### config.mk
export PLATFORM = sky130hd
export DESIGN_NAME = power_ramp_flat
export DESIGN_NICKNAME = d
export VERILOG_FILES = /design/src/rtl/power_ramp_if.sv /design/src/rtl/power_ramp.sv /design/src/flat_wrapper.sv
export SDC_FILE = /design/constraint.sdc
export NUM_CORES = 1
export LEC_CHECK = 0
export BUFFER_PORTS_ARGS = -buffer_cell sky130_fd_sc_hd__clkbuf_2
export CAP_MARGIN = 25
export CORE_MARGIN = 2
export CORE_UTILIZATION = 45
export DETAILED_ROUTE_END_ITERATION = 16
export PLACE_DENSITY = 0.67
export SLEW_MARGIN = 15
export SYNTH_ARGS = -nofsm -noshare
export SYNTH_HDL_FRONTEND = slang
export SYNTH_SLANG_ARGS = --single-unit
export TNS_END_PERCENT = 30
### constraint.sdc
create_clock -name clock -period 12.1 [get_ports clock]
set_clock_uncertainty 0.2 [all_clocks]
set_input_delay 1.21 -clock clock [delete_from_list [all_inputs] [get_ports clock]]
set_output_delay 1.21 -clock clock [all_outputs]
set_load 0.02 [all_outputs]
### src/rtl/power_ramp_if.sv
// Command handshake into the power ramp: target power and direction.
interface power_ramp_if;
  logic       cmd_valid;
  logic       cmd_ready;
  logic [7:0] cmd_power;
  logic       cmd_dir;

  modport master (output cmd_valid, cmd_power, cmd_dir, input cmd_ready);
  modport slave  (input  cmd_valid, cmd_power, cmd_dir, output cmd_ready);
endinterface

### src/rtl/power_ramp.sv
// Slew-rate-limited power/direction command stage feeding the motor PWM.
// Power steps toward the target once per tick; direction reversals ramp to
// zero, hold a dead time, flip dir, then ramp up. Brake forces zero at once.
module power_ramp #(
  parameter int TICK_DIV       = 50000,
  parameter int STEP           = 1,
  parameter int DEADTIME_TICKS = 10
) (
  input  logic           clock,
  input  logic           reset,
  power_ramp_if.slave    cmd,
  input  logic           brake,
  output logic [7:0]     power,
  output logic           dir,
  output logic           at_target,
  output logic           busy
);

  localparam int TW = $clog2(TICK_DIV);
  localparam int DW = (DEADTIME_TICKS > 1) ? $clog2(DEADTIME_TICKS) : 1;
  localparam logic [TW-1:0] TICK_LAST  = TW'(TICK_DIV - 1);
  localparam logic [DW-1:0] DWELL_LAST = DW'(DEADTIME_TICKS - 1);
  localparam logic [8:0]    STEP9      = 9'(STEP);
  localparam logic [7:0]    STEP8      = 8'(STEP);

  typedef enum logic [1:0] {IDLE, RAMP, REV_DOWN, DWELL} state_t;

  state_t        state_q, state_d;
  logic [7:0]    power_q, power_d;
  logic [7:0]    target_q, target_d;
  logic          dir_q, dir_d;
  logic          tgt_dir_q, tgt_dir_d;
  logic [TW-1:0] tick_cnt_q, tick_cnt_d;
  logic [DW-1:0] dwell_cnt_q, dwell_cnt_d;

  logic       tick;
  logic       accept;
  logic [7:0] ramp_next;
  logic [7:0] down_next;
  logic [8:0] gap;

  assign tick          = (tick_cnt_q == TICK_LAST);
  assign cmd.cmd_ready = ((state_q == IDLE) || (state_q == RAMP)) && !brake && !reset;
  assign accept        = cmd.cmd_valid && cmd.cmd_ready;

  assign power     = power_q;
  assign dir       = dir_q;
  assign at_target = (state_q == IDLE);
  assign busy      = (state_q != IDLE);

  // One ramp step toward target in 9-bit arithmetic: clamp at the target
  // when the remaining gap is no larger than STEP, so it never overshoots or wraps.
  always_comb begin
    if (power_q < target_q) begin
      gap       = {1'b0, target_q} - {1'b0, power_q};
      ramp_next = (gap <= STEP9) ? target_q : power_q + STEP8;
    end else begin
      gap       = {1'b0, power_q} - {1'b0, target_q};
      ramp_next = (gap <= STEP9) ? target_q : power_q - STEP8;
    end
    down_next = ({1'b0, power_q} <= STEP9) ? 8'd0 : power_q - STEP8;
  end

  // Next-state: brake over accept over tick; an accept swallows a coincident tick.
  always_comb begin
    state_d     = state_q;
    power_d     = power_q;
    target_d    = target_q;
    dir_d       = dir_q;
    tgt_dir_d   = tgt_dir_q;
    dwell_cnt_d = dwell_cnt_q;
    tick_cnt_d  = tick ? '0 : tick_cnt_q + TW'(1);

    if (brake) begin
      power_d  = '0;
      target_d = '0;
      state_d  = IDLE;
    end else if (accept) begin
      target_d  = cmd.cmd_power;
      tgt_dir_d = cmd.cmd_dir;
      if (cmd.cmd_dir == dir_q) begin
        state_d = (cmd.cmd_power != power_q) ? RAMP : IDLE;
      end else if (power_q == '0) begin
        // Already stopped: flip immediately, no dead time needed.
        dir_d   = cmd.cmd_dir;
        state_d = (cmd.cmd_power != '0) ? RAMP : IDLE;
      end else begin
        state_d = REV_DOWN;
      end
    end else if (tick) begin
      unique case (state_q)
        RAMP: begin
          power_d = ramp_next;
          if (ramp_next == target_q) state_d = IDLE;
        end
        REV_DOWN: begin
          power_d = down_next;
          if (down_next == '0) begin
            state_d     = DWELL;
            dwell_cnt_d = '0;
          end
        end
        DWELL: begin
          dwell_cnt_d = dwell_cnt_q + DW'(1);
          if (dwell_cnt_q == DWELL_LAST) begin
            dir_d   = tgt_dir_q;
            state_d = (target_q != '0) ? RAMP : IDLE;
          end
        end
        default: ;
      endcase
    end
  end

  // State register with synchronous reset that overrides everything.
  always_ff @(posedge clock) begin
    if (reset) begin
      state_q     <= IDLE;
      power_q     <= '0;
      target_q    <= '0;
      dir_q       <= 1'b0;
      tgt_dir_q   <= 1'b0;
      tick_cnt_q  <= '0;
      dwell_cnt_q <= '0;
    end else begin
      state_q     <= state_d;
      power_q     <= power_d;
      target_q    <= target_d;
      dir_q       <= dir_d;
      tgt_dir_q   <= tgt_dir_d;
      tick_cnt_q  <= tick_cnt_d;
      dwell_cnt_q <= dwell_cnt_d;
    end
  end

endmodule
### src/flat_wrapper.sv
// flat-port wrapper written by rule: the top's interface ports become plain ports
module power_ramp_flat 
#(
  parameter int TICK_DIV       = 50000,
  parameter int STEP           = 1,
  parameter int DEADTIME_TICKS = 10
)
  (clock, reset, brake, power, dir, at_target, busy, cmd_cmd_valid, cmd_cmd_power, cmd_cmd_dir, cmd_cmd_ready);
  power_ramp_if cmd_i ();
  input  logic clock;
  input  logic reset;
  input  logic brake;
  output logic [7:0] power;
  output logic dir;
  output logic at_target;
  output logic busy;
  input wire logic [$bits(cmd_i.cmd_valid)-1:0] cmd_cmd_valid;
  input wire logic [$bits(cmd_i.cmd_power)-1:0] cmd_cmd_power;
  input wire logic [$bits(cmd_i.cmd_dir)-1:0] cmd_cmd_dir;
  output wire logic [$bits(cmd_i.cmd_ready)-1:0] cmd_cmd_ready;
  assign cmd_i.cmd_valid = cmd_cmd_valid;
  assign cmd_i.cmd_power = cmd_cmd_power;
  assign cmd_i.cmd_dir = cmd_cmd_dir;
  assign cmd_cmd_ready = cmd_i.cmd_ready;
  power_ramp #(.TICK_DIV(TICK_DIV), .STEP(STEP), .DEADTIME_TICKS(DEADTIME_TICKS)) u_core (.clock(clock), .reset(reset), .cmd(cmd_i), .brake(brake), .power(power), .dir(dir), .at_target(at_target), .busy(busy));
endmodule
==> summary.json, run 1 <==
{
  "start_util_pct": 46.6,
  "buffer_ports.inserted": 24,
  "yosysTopAreaCellShare_pct": 22.2,
  "final_common_cell": "sky130_fd_sc_hd__nor2_1",
  "detailedRoute.firstIterationViolations": 275,
  "yosys_most_used_dff": "sky130_fd_sc_hd__dfxtp_1",
  "avgViaCountPerCell": 5.97,
  "dp_hpwl_microns": 7390,
  "drc": 0,
  "synth.area.top_cells": "sky130_fd_sc_hd__dfxtp_1 22%, sky130_fd_sc_hd__ha_1 9.7%, sky130_fd_sc_hd__nor2_1 5.7%",
  "tritoncts": "yes",
  "layout_worst_path_cycle_share_pct": 38.3,
  "antenna_found_initial": 0,
  "core.rowCount": 32,
  "hold_buffers": 0,
  "clock_insertion_delay_worst_skew_ns": 0.30,
  "min_path_type": "flip-flop to flip-flop",
  "first_global_vias": 3230,
  "postSynthNetCount": 506,
  "area_of_combinational_cells_with_multiple_inputs_sq_um": 2550,
  "layout_common_cells": "55 x sky130_fd_sc_hd__nor2_1, 40 x sky130_fd_sc_hd__dfxtp_1, 36 x sky130_fd_sc_hd__nand2_1",
  "die_w_microns": 93.5,
  "grt-ovfl-total": 0,
  "worstSetupPathType": "flip-flop to flip-flop",
  "filler_cell_count": 778,
  "worst_setup_path_start_kind": "flip-flop",
  "timing.critical_path.fanout_max": 19,
  "drt.antenna.violating_nets": 0,
  "arrival_ns": 4.60,
  "yosys_register_bits": 40,
  "design.die.area_sq_um": 8730,
  "grt.total_usage_pct": 23.1,
  "cts.repair_timing.setup_buffer_count": 0,
  "setup_viol": 0,
  "worstSetupEndpointType": "flip-flop",
  "die-height_microns": 93.5,
  "seq_area_frac_synth_pct": 22.2,
  "cts_buffer_depth": 2,
  "unrepaired_setup_endpoints_after_global_routing": "false",
  "post_synth_instance_area_sq_um": 3600,
  "avgSynthCellArea_sq_um": 7.78,
  "synth_enable_flop_cells": 0,
  "power.density_nw_per_um2": 80.3,
  "worstMarginPinSlew_ns": 0.868,
  "grt_start_max_net_pins": 23,
  "route.vias.total": 3413,
  "result_of_the_run": "complete, no violations",
  "cts_root_buf": "sky130_fd_sc_hd__clkbuf_8",
  "antenna_diode_count": 0,
  "sequential_cell_area_sq_um": 801,
  "drt_pre_antenna_iters": 5,
  "cts-resized-gates": 0,
  "maxSlewViolCount": 0,
  "post_synth_num_cell_types": 70,
  "async_flop_share_pct": 0,
  "timing.critical_path.required_ns": 12.07,
  "synth-warning-count": 0,
  "design_power_total_uw": 306,
  "post-route-min-period_ns": 4.64,
  "vdd.ir_drop.worst_uv": 85.9,
  "final_layout_size_suffix_gt1_share_pct": 11.7,
  "power.static_leakage_nw": 1.44,
  "wire_per_inst_microns": 16.8,
  "tritoncts_num_sinks": 40,
  "grt_first_pass_wirelength_microns": 16200,
  "timing.final.hold_violations": 0,
  "synthToLayoutAreaGrowth_pct": 5.73,
  "syn-instance-count": 463,
  "cts_made_buffers": 5,
  "maxClockFrequency_mhz": 216,
  "core_area_sq_um": 7730,
  "final_nets": 513,
  "ctsHtreeMaxLevel": 2,
  "cap_violations": 0,
  "floorplan.io_pins": 25,
  "place.gp.congestion": 0.921,
  "yosys.area.top_type": "sky130_fd_sc_hd__dfxtp_1",
  "sum_of_negative_setup_slack_ns": 0,
  "timing.max_slew.rel_slack_pct": 41.7,
  "cts.clk_slew.worst_paths_ns": 0.08,
  "route.final.wire_length_microns": 9630
}
==> final timing paths <==
check	slack [ns]	to	startpoint	cells past startpoint
max	7.46	u_core.state_q[1]$_SDFFE_PP0P_	u_core.power[2]$_SDFFE_PP0P_	13
min	0.27	u_core.tick_cnt_q[0]$_SDFF_PP0_	u_core.tick_cnt_q[0]$_SDFF_PP0_	1
max reg2reg	7.46	u_core.state_q[1]$_SDFFE_PP0P_	u_core.power[2]$_SDFFE_PP0P_	13
min reg2reg	0.27	u_core.tick_cnt_q[0]$_SDFF_PP0_	u_core.tick_cnt_q[0]$_SDFF_PP0_	1
==> state kept, by name, summed over array words and instances (netlist names) <==
name and count:
u_core.dwell_cnt_q 4, u_core.power 8, u_core.tick_cnt_q 16, u_core.state_q 2
u_core.dir 1, u_core.target_q 8, u_core.tgt_dir_q 1
==> cell type report <==
class                   instances  area share (%)
clock buffers                   5            1.81
clock inverters                 2           0.329
inverters                      31            3.06
multi-input cells             367            67.1
flip-flops and latches         40            21.0
well taps                     102            3.35
repair buffers                 25            3.35
==> Yosys cell counts, types with 3 or more instances <==
library cell,number
sky130_fd_sc_hd__nand3_1,16
sky130_fd_sc_hd__buf_2,8
sky130_fd_sc_hd__nand2b_1,4
sky130_fd_sc_hd__inv_1,29
sky130_fd_sc_hd__o21ai_1,6
sky130_fd_sc_hd__nor3_1,14
sky130_fd_sc_hd__dfxtp_1,40
sky130_fd_sc_hd__a211oi_2,3
sky130_fd_sc_hd__o21ai_0,18
sky130_fd_sc_hd__or3_1,5
sky130_fd_sc_hd__ha_1,28
sky130_fd_sc_hd__a21boi_0,3
sky130_fd_sc_hd__o22ai_1,3
sky130_fd_sc_hd__buf_6,3
sky130_fd_sc_hd__nand4_1,10
sky130_fd_sc_hd__and3_1,6
sky130_fd_sc_hd__and2_1,3
sky130_fd_sc_hd__a211oi_1,4
sky130_fd_sc_hd__a21oi_1,28
sky130_fd_sc_hd__mux2i_1,4
sky130_fd_sc_hd__nor2b_1,3
sky130_fd_sc_hd__nand2_1,36
sky130_fd_sc_hd__clkbuf_1,13
sky130_fd_sc_hd__xor2_1,14
sky130_fd_sc_hd__nor4_1,8
sky130_fd_sc_hd__o21a_1,4
sky130_fd_sc_hd__o221ai_1,4
sky130_fd_sc_hd__nor2_1,55
sky130_fd_sc_hd__a21oi_2,3
sky130_fd_sc_hd__xnor2_1,23
sky130_fd_sc_hd__o31ai_1,12
==> metal layers <==
layer	track usage (%)	vias up	wire, microns
met5	0	-	0
met4	6.50	0	214
met2	39.1	123	4570
met3	2.18	22	501
li1	-	1665	-
met1	31.3	1603	4350
==> cells by family (layout without fill, tap and decap cells) <==
kind of cell	Yosys count	after routing	share of synthesized area, %
AO/OA/AOI/OAI	119	119	24.8
buffers and inverters	56	63	6.85
XOR/XNOR	39	39	9.90
AND/OR/NAND/NOR	174	174	23.9
multiplexers	5	5	1.42
flip-flops	40	40	22.2
adder cells (fa/ha/maj)	30	30	10.8
==> worst max-delay path: stages, from the launching register on <==
cell,delay [ns]
sky130_fd_sc_hd__dfxtp_1,0.78
sky130_fd_sc_hd__inv_1,0.18
sky130_fd_sc_hd__ha_1,0.56
sky130_fd_sc_hd__nand2b_1,0.10
sky130_fd_sc_hd__a21oi_1,0.28
sky130_fd_sc_hd__mux2i_1,0.23
sky130_fd_sc_hd__o2111ai_1,0.18
sky130_fd_sc_hd__o21ai_1,0.73
sky130_fd_sc_hd__a21oi_1,0.12
sky130_fd_sc_hd__or2_1,0.32
sky130_fd_sc_hd__a2111oi_4,0.40
sky130_fd_sc_hd__a31oi_4,0.17
sky130_fd_sc_hd__a211oi_2,0.19
sky130_fd_sc_hd__a211oi_2,0.07
==> metrics by stage <==
step                      hold WS (ns)  area, sq um  setup slack, ns  util (%)  cells
after floorplan                  0.226         3600             7.96         -    463
after global placement           0.243         3730             7.79      48.2    565
after detailed placement         0.259         3730             7.61      48.2    565
after CTS                        0.277         3810             7.58      49.3    572
after global routing             0.295         3810             7.21      49.3    572
final                            0.270         3810             7.46      49.3    572
==> report_power, final <==
group          leakage [nW]  total (mW)  switching [mW]  internal [mW]
Clock                0.0400      0.0867          0.0476         0.0391
Sequential            0.324       0.137         0.00316          0.134
Combinational          1.08      0.0822          0.0497         0.0325
(Power assumes the default switching activity.)
==> inputs of run 2 (changes only) <==
PLACE_DENSITY = 0.7   (was 0.67)
clock period = 3.7 ns   (was 12.1 ns; I/O delays follow)
==> run 2 against run 1 <==
Effect of this change:
- clock power rose to 4.2 times the previous value
- fmax rose by 29%
- register-to-register slack got worse by 7.4 ns
- sequential share of layout area fell by 1.8 points
- wire length rose by 8.1%
- global-route usage rose by 1.0 points
- hold slack got worse by 0.16 ns
- critical path type unchanged
- largest cell class unchanged
- largest power group unchanged
==> summary.json, run 2 (synthesized netlist as in run 1, its figures left out) <==
{
  "timing.max_slew.rel_slack": {"value": 62.7, "unit": "%", "change": "+21 points"},
  "tritoncts": "yes",
  "route.vias.total": {"value": 3592, "change": "+5.2%"},
  "drc": {"value": 0, "change": "unchanged"},
  "sum_of_negative_setup_slack": {"value": 0, "unit": "ns", "change": "unchanged"},
  "min_path_type": "input port to flip-flop",
  "design.die.area": {"value": 8730, "unit": "sq um", "change": "unchanged"},
  "die-height": {"value": 93.5, "unit": "microns", "change": "unchanged"},
  "drt.antenna.violating_nets": {"value": 0, "change": "unchanged"},
  "antenna_diode_count": {"value": 0, "change": "unchanged"},
  "instances_no_fill": {"value": 610, "change": "+6.6%"},
  "cap_violations": {"value": 0, "change": "unchanged"},
  "whs_path_depth": {"value": 3, "change": "+2"},
  "place.gp.congestion": {"value": 1.05, "change": "+14%"},
  "arrival": {"value": 3.58, "unit": "ns", "change": "-1.02 ns"},
  "final_layout_size_suffix_gt1_share": {"value": 23.8, "unit": "%", "change": "+12 points"},
  "ff2ff_path_depth": {"value": 16, "change": "+3"},
  "core_area": {"value": 7730, "unit": "sq um", "change": "unchanged"},
  "route.final.wire_length": {"value": 10400, "unit": "microns", "change": "+8.1%"},
  "power.density": {"value": 271, "unit": "nW/um^2", "change": "+240%"},
  "layout_common_cells": "55 x sky130_fd_sc_hd__nor2_1, 36 x sky130_fd_sc_hd__nand2_1, 35 x sky130_fd_sc_hd__buf_4",
  "cts_buffer_depth": {"value": 2, "change": "unchanged"},
  "maxClockFrequency": {"value": 278, "unit": "MHz", "change": "+29%"},
  "worstMarginPinSlew": {"value": 0.560, "unit": "ns", "change": "-0.309 ns"},
  "cts.clk_slew.worst_paths": {"value": 0.09, "unit": "ns", "change": "about the same"},
  "dp_hpwl": {"value": 7950, "unit": "microns", "change": "+7.6%"},
  "grt_start_max_net_pins": {"value": 22, "change": "-4.3%"},
  "result_of_the_run": "complete, no violations",
  "avgViaCountPerCell": {"value": 5.89, "change": "-1.3%"},
  "grt_first_pass_wirelength": {"value": 16900, "unit": "microns", "change": "+4.3%"},
  "unrepaired_setup_endpoints_after_global_routing": "true",
  "post-route-cell-area": {"value": 4280, "unit": "sq um", "change": "+12%"},
  "timing.critical_path.required": {"value": 3.68, "unit": "ns", "change": "-8.39 ns"},
  "cts_root_buf": "sky130_fd_sc_hd__clkbuf_8",
  "worstSetupPathType": "flip-flop to flip-flop",
  "ctsHtreeMaxLevel": {"value": 2, "change": "unchanged"},
  "antenna_found_initial": {"value": 0, "change": "unchanged"},
  "worst_setup_path_start_kind": "flip-flop",
  "setup_viol": {"value": 0, "change": "unchanged"},
  "worstSetupEndpointType": "flip-flop",
  "drt_pre_antenna_iters": {"value": 5, "change": "unchanged"},
  "final.setup.worst_slack": {"value": 0.0992, "unit": "ns", "change": "-7.36 ns"},
  "hold-path-endpoint": "u_core.target_q[7]$_SDFFE_PP0P_",
  "r2r-start": "u_core.power[0]$_SDFFE_PP0P_",
  "power.static_leakage": {"value": 1.68, "unit": "nW", "change": "+16%"},
  "place_area": {"value": 3950, "unit": "sq um", "change": "+5.9%"},
  "tritoncts_num_sinks": {"value": 40, "change": "unchanged"},
  "top_register": "u_core.tick_cnt_q",
  "start_util": {"value": 46.6, "unit": "%", "change": "unchanged"},
  "layout_worst_path_cycle_share": {"value": 97.3, "unit": "%", "change": "+59 points"},
  "timing.critical_path.fanout_max": {"value": 6, "change": "-13"},
  "grt.total_usage": {"value": 24.2, "unit": "%", "change": "+1.0 points"},
  "maxSlewViolCount": {"value": 0, "change": "unchanged"},
  "core.rowCount": {"value": 32, "change": "unchanged"},
  "floorplan.io_pins": {"value": 25, "change": "unchanged"},
  "final_common_cell": "sky130_fd_sc_hd__nor2_1",
  "hold_slack": {"value": 0.112, "unit": "ns", "change": "-0.158 ns"},
  "detailedRoute.firstIterationViolations": {"value": 236, "change": "-14%"},
  "synthToLayoutAreaGrowth_pct": 18.7,
  "design_power_total": {"value": 1.16, "unit": "mW", "change": "+280%"},
  "number_of_cells_in_the_design_after_placement": {"value": 593, "change": "+5.0%"},
  "post-route-min-period": {"value": 3.60, "unit": "ns", "change": "-1.04 ns"},
  "vdd.ir_drop.worst": {"value": 190, "unit": "uV", "change": "+120%"},
  "largest_reg_flops": {"value": 16, "change": "unchanged"},
  "wire_per_inst": {"value": 17.1, "unit": "microns", "change": "+1.4%"},
  "first_global_vias": {"value": 3462, "change": "+7.2%"},
  "place_ws": {"value": -0.0300, "unit": "ns", "change": "-7.64 ns"},
  "die_w": {"value": 93.5, "unit": "microns", "change": "unchanged"},
  "reg2reg_to": "u_core.state_q[1]$_SDFFE_PP0P_",
  "utilization": {"value": 55.3, "unit": "%", "change": "+6.1 points"},
  "cts_made_buffers": {"value": 5, "change": "unchanged"},
  "clock_insertion_delay_worst_skew": {"value": 0.30, "unit": "ns", "change": "about the same"},
  "buffer_ports.inserted": {"value": 24, "change": "unchanged"},
  "final_nets": {"value": 550, "change": "+7.2%"},
  "grt-ovfl-total": {"value": 0, "change": "unchanged"},
  "timing.final.hold_violations": {"value": 0, "change": "unchanged"},
  "r2r_slack": {"value": 0.1, "unit": "ns", "change": "-7.36 ns"},
  "min-delay-start": "cmd_cmd_power[7]"
}
-- run 2: per-layer routing --
layer	track usage, %	part of all wire [%]
met5	0	0
met4	8.95	2.7
met3	2.58	5.7
met2	40.7	46
met1	31.8	45
-- run 2: cell type report --
| class | count | area, sq um |
|---|---|---|
| clock buffers | 7 | 108 |
| clock inverters | 1 | 8.76 |
| fillers | 716 | 3450 |
| inverters | 31 | 116 |
| multi-input cells | 367 | 2660 |
| flip-flops and latches | 40 | 821 |
| well taps | 102 | 128 |
| repair buffers | 62 | 434 |
-- run 2: worst max path at each step --
| stage | slack, ns | from | endpoint | cells past startpoint |
|---|---|---|---|---|
| 2_1_floorplan | 0.003 | u_core.power[5]$_SDFFE_PP0P_ | u_core.state_q[1]$_SDFFE_PP0P_ | 15 |
| 3_3_place_gp | 0.10 | u_core.power[0]$_SDFFE_PP0P_ | u_core.state_q[1]$_SDFFE_PP0P_ | 15 |
| 3_5_place_dp | -0.03 | u_core.power[0]$_SDFFE_PP0P_ | u_core.state_q[1]$_SDFFE_PP0P_ | 15 |
| 4_1_cts | 0.03 | u_core.target_q[0]$_SDFFE_PP0P_ | u_core.state_q[1]$_SDFFE_PP0P_ | 15 |
| 5_1_grt | -0.05 | u_core.power[0]$_SDFFE_PP0P_ | u_core.state_q[1]$_SDFFE_PP0P_ | 16 |
| 6_report | 0.1 | u_core.power[0]$_SDFFE_PP0P_ | u_core.state_q[1]$_SDFFE_PP0P_ | 16 |
-- run 2: timing repair --
item	CTS	global route
hold buffers	0	0
resized for setup	1	33
buffers inserted	0	9
pin swaps	0	17
setup endpoints to repair	1	2
-- run 2: power by group --
| group | switching, mW | total (mW) | internal [mW] |
|---|---|---|---|
| registers | 0.00918 | 0.445 | 0.436 |
| logic | 0.185 | 0.347 | 0.161 |
| clock network | 0.172 | 0.365 | 0.194 |
| total | 0.366 | 1.16 | 0.791 |
-- run 2: worst max-delay path: stages (launching register included) --
cell and delay, ns:
sky130_fd_sc_hd__dfxtp_2 0.34, sky130_fd_sc_hd__buf_4 0.14, sky130_fd_sc_hd__ha_4 0.16, sky130_fd_sc_hd__fa_2 0.40
sky130_fd_sc_hd__nand2b_4 0.16, sky130_fd_sc_hd__a21oi_4 0.16, sky130_fd_sc_hd__buf_4 0.13, sky130_fd_sc_hd__and3_1 0.15
sky130_fd_sc_hd__o211ai_1 0.13, sky130_fd_sc_hd__o21ai_1 0.15, sky130_fd_sc_hd__buf_4 0.17, sky130_fd_sc_hd__a21oi_1 0.06
sky130_fd_sc_hd__or2_4 0.27, sky130_fd_sc_hd__a2111oi_4 0.39, sky130_fd_sc_hd__a31oi_4 0.16, sky130_fd_sc_hd__a211oi_2 0.25
sky130_fd_sc_hd__a211oi_2 0.05
==> inputs of run 3 (changes only) <==
ABC_CLOCK_PERIOD_IN_PS = 3830   (was unset)
CTS_CLUSTER_SIZE = 20   (was unset)
PLACE_DENSITY = 0.67   (was 0.7)
clock period = 3.83 ns   (was 3.7 ns; I/O delays follow)
==> run 3 against run 2 <==
Effect of this change:
- sequential cell count unchanged
- first-iteration DRC count increased by 25%
- sequential power decreased by 3%
- wire length decreased by 1.2%
- register-to-register slack improved by 0.08 ns
- clock power about the same
- cell area decreased by 3.2%
- die area unchanged
- combinational power decreased by 8.4%
- critical path depth increased by 1
==> summary.json, run 3 (synthesized netlist as in run 1, its figures left out) <==
{
  "result_of_the_run": "complete, no violations",
  "post-route-min-period": {"value": 3.65, "unit": "ns", "change": "+0.0468 ns"},
  "slowest_cell_on_the_critical_path": "sky130_fd_sc_hd__fa_2",
  "ctsHtreeMaxLevel": {"value": 2, "change": "unchanged"},
  "final.setup.worst_slack": {"value": 0.182, "unit": "ns", "change": "+0.0832 ns"},
  "timing.critical_path.from": "u_core.power[0]$_SDFFE_PP0P_",
  "core_area": {"value": 7730, "unit": "sq um", "change": "unchanged"},
  "final_layout_size_suffix_gt1_share": {"value": 19.7, "unit": "%", "change": "-4.1 points"},
  "timing.critical_path.fanout_max": {"value": 5, "change": "-1"},
  "vdd.ir_drop.worst": {"value": 207, "unit": "uV", "change": "+8.5%"},
  "grt_first_pass_wirelength": {"value": 16800, "unit": "microns", "change": "-0.41%"},
  "power.static_leakage": {"value": 1.62, "unit": "nW", "change": "-3.1%"},
  "number_of_cells_in_the_design_after_placement": {"value": 590, "change": "-0.51%"},
  "avgViaCountPerCell": {"value": 5.86, "change": "-0.49%"},
  "grt-ovfl-total": {"value": 0, "change": "unchanged"},
  "place_area": {"value": 3920, "unit": "sq um", "change": "-0.76%"},
  "power.density": {"value": 269, "unit": "nW/um^2", "change": "-0.63%"},
  "die_w": {"value": 93.5, "unit": "microns", "change": "unchanged"},
  "route.final.wire_length": {"value": 10300, "unit": "microns", "change": "-1.2%"},
  "worstMarginPinSlew": {"value": 0.591, "unit": "ns", "change": "+0.0313 ns"},
  "setup_viol": {"value": 0, "change": "unchanged"},
  "drc": {"value": 0, "change": "unchanged"},
  "timing.final.hold_violations": {"value": 0, "change": "unchanged"},
  "cpLargestDelayFamily": "compound AO/OA/AOI/OAI gates",
  "crit_path_cells": "inv_1 -> ha_1 -> inv_1 -> fa_2 -> xor2_1 -> a211oi_2 -> nand4_1 -> nand3b_4 -> o31ai_4 -> buf_6 -> buf_4 -> a21oi_1 -> o31ai_2 -> o311a_4 -> a31oi_4 -> a211oi_2 -> a211oi_2",
  "hold_buffers": {"value": 0, "change": "unchanged"},
  "timing.critical_path.required": {"value": 3.81, "unit": "ns", "change": "+0.13 ns"},
  "timing.max_slew.rel_slack": {"value": 60.6, "unit": "%", "change": "-2.1 points"},
  "instances_no_fill": {"value": 605, "change": "-0.82%"},
  "core.rowCount": {"value": 32, "change": "unchanged"},
  "min-delay-start": "cmd_cmd_power[5]",
  "design_power_total": {"value": 1.11, "unit": "mW", "change": "-3.9%"},
  "drt_pre_antenna_iters": {"value": 4, "change": "-1"},
  "route.vias.total": {"value": 3545, "change": "-1.3%"},
  "place.gp.congestion": {"value": 0.945, "change": "-9.8%"},
  "worstSetupEndpointType": "flip-flop",
  "detailedRoute.firstIterationViolations": {"value": 296, "change": "+25%"},
  "antenna_diode_count": {"value": 0, "change": "unchanged"},
  "sum_of_negative_setup_slack": {"value": 0, "unit": "ns", "change": "unchanged"},
  "layout_common_cells": "55 x sky130_fd_sc_hd__nor2_1, 36 x sky130_fd_sc_hd__nand2_1, 36 x sky130_fd_sc_hd__dfxtp_1",
  "layout_worst_path_cycle_share": {"value": 95.2, "unit": "%", "change": "-2.1 points"},
  "design.die.area": {"value": 8730, "unit": "sq um", "change": "unchanged"},
  "drt.antenna.violating_nets": {"value": 0, "change": "unchanged"},
  "synthToLayoutAreaGrowth_pct": 14.9,
  "top_register": "u_core.tick_cnt_q",
  "arrival": {"value": 3.63, "unit": "ns", "change": "+0.05 ns"},
  "first_global_vias": {"value": 3403, "change": "-1.7%"},
  "place_ws": {"value": 0.0421, "unit": "ns", "change": "+0.0721 ns"},
  "post-route-cell-area": {"value": 4140, "unit": "sq um", "change": "-3.2%"},
  "maxClockFrequency": {"value": 274, "unit": "MHz", "change": "-1.3%"},
  "r2r-start": "u_core.power[0]$_SDFFE_PP0P_",
  "final_common_cell": "sky130_fd_sc_hd__nor2_1",
  "tritoncts_num_sinks": {"value": 40, "change": "unchanged"},
  "cts.clk_slew.worst_paths": {"value": 0.09, "unit": "ns", "change": "about the same"},
  "clock_insertion_delay_worst_skew": {"value": 0.30, "unit": "ns", "change": "about the same"},
  "maxSlewViolCount": {"value": 0, "change": "unchanged"},
  "start_util": {"value": 46.6, "unit": "%", "change": "unchanged"},
  "grt_start_max_net_pins": {"value": 22, "change": "unchanged"},
  "wire_per_inst": {"value": 17.0, "unit": "microns", "change": "-0.43%"},
  "floorplan.io_pins": {"value": 25, "change": "unchanged"},
  "dp_hpwl": {"value": 8100, "unit": "microns", "change": "+2.0%"},
  "buffer_ports.inserted": {"value": 24, "change": "unchanged"},
  "die-height": {"value": 93.5, "unit": "microns", "change": "unchanged"},
  "final_nets": {"value": 545, "change": "-0.91%"},
  "crit_path_max_incr_delay": {"value": 0.37, "unit": "ns", "change": "-0.03 ns"},
  "cts_buffer_depth": {"value": 2, "change": "unchanged"},
  "worstSetupPathType": "flip-flop to flip-flop",
  "min_path_type": "input port to flip-flop",
  "cts_root_buf": "sky130_fd_sc_hd__clkbuf_8",
  "cap_violations": {"value": 0, "change": "unchanged"},
  "path_buf_inv": {"value": 4, "change": "+1"},
  "grt.total_usage": {"value": 24.6, "unit": "%", "change": "+0.42 points"},
  "critical-path-top-cell-by-count": "sky130_fd_sc_hd__a211oi_2",
  "tritoncts": "yes",
  "antenna_found_initial": {"value": 0, "change": "unchanged"},
  "largest_reg_flops": {"value": 16, "change": "unchanged"},
  "cts_made_buffers": {"value": 5, "change": "unchanged"},
  "worst_setup_path_start_kind": "flip-flop"
}
==> run 3: timing repair <==
action,in CTS,in global routing
buffers inserted,0,7
setup endpoints to repair,0,2
resized for setup,0,15
==> run 3: layout make-up <==
cell class	count	area, sq um
flip-flops and latches	40	808
inverters	31	116
repair buffers	57	385
clock buffers	5	68.8
well taps	102	128
multi-input cells	367	2580
clock inverters	3	46.3
fillers	732	3590
==> run 3: routing by layer <==
layer | GRT usage [%] | vias to the layer above | part of all wire [%]
met5 | 0 | - | 0
li1 | - | 1737 | -
met2 | 40.2 | 116 | 47
met3 | 3.55 | 42 | 4.2
met1 | 31.4 | 1650 | 44
met4 | 12.6 | 0 | 4.9
==> run 3: worst register-to-register path, stage by stage, from the launching register on <==
cell                       delay (ns)
sky130_fd_sc_hd__dfxtp_2         0.35
sky130_fd_sc_hd__inv_1           0.08
sky130_fd_sc_hd__ha_1            0.16
sky130_fd_sc_hd__inv_1           0.05
sky130_fd_sc_hd__fa_2            0.37
sky130_fd_sc_hd__xor2_1          0.18
sky130_fd_sc_hd__a211oi_2        0.22
sky130_fd_sc_hd__nand4_1         0.15
sky130_fd_sc_hd__nand3b_4        0.20
sky130_fd_sc_hd__o31ai_4         0.27
sky130_fd_sc_hd__buf_6           0.16
sky130_fd_sc_hd__buf_4           0.11
sky130_fd_sc_hd__a21oi_1         0.06
sky130_fd_sc_hd__o31ai_2         0.28
sky130_fd_sc_hd__o311a_4         0.27
sky130_fd_sc_hd__a31oi_4         0.10
sky130_fd_sc_hd__a211oi_2        0.25
sky130_fd_sc_hd__a211oi_2        0.05
==> run 3: metrics by stage <==
stage	hold slack (ns)	util, %
after CTS	0.130	52.2
final	0.144	53.5
after floorplan	0.226	-
after global placement	0.241	50.7
after detailed placement	0.248	50.7
after global routing	0.153	53.5
==> run 3: worst paths after layout <==
kind | to | slack, ns | depth (start not counted)
min reg2reg | u_core.tick_cnt_q[0]$_SDFF_PP0_ | 0.26 | 1
max reg2reg | u_core.state_q[1]$_SDFFE_PP0P_ | 0.18 | 17
min | u_core.target_q[5]$_SDFFE_PP0P_ | 0.14 | 3
max | u_core.state_q[1]$_SDFFE_PP0P_ | 0.18 | 17
==> run 3: power breakdown <==
group / internal [mW] / switching, mW / total [mW]
registers: 0.422 / 0.00858 / 0.431
clock network: 0.197 / 0.167 / 0.363
logic: 0.145 / 0.173 / 0.318
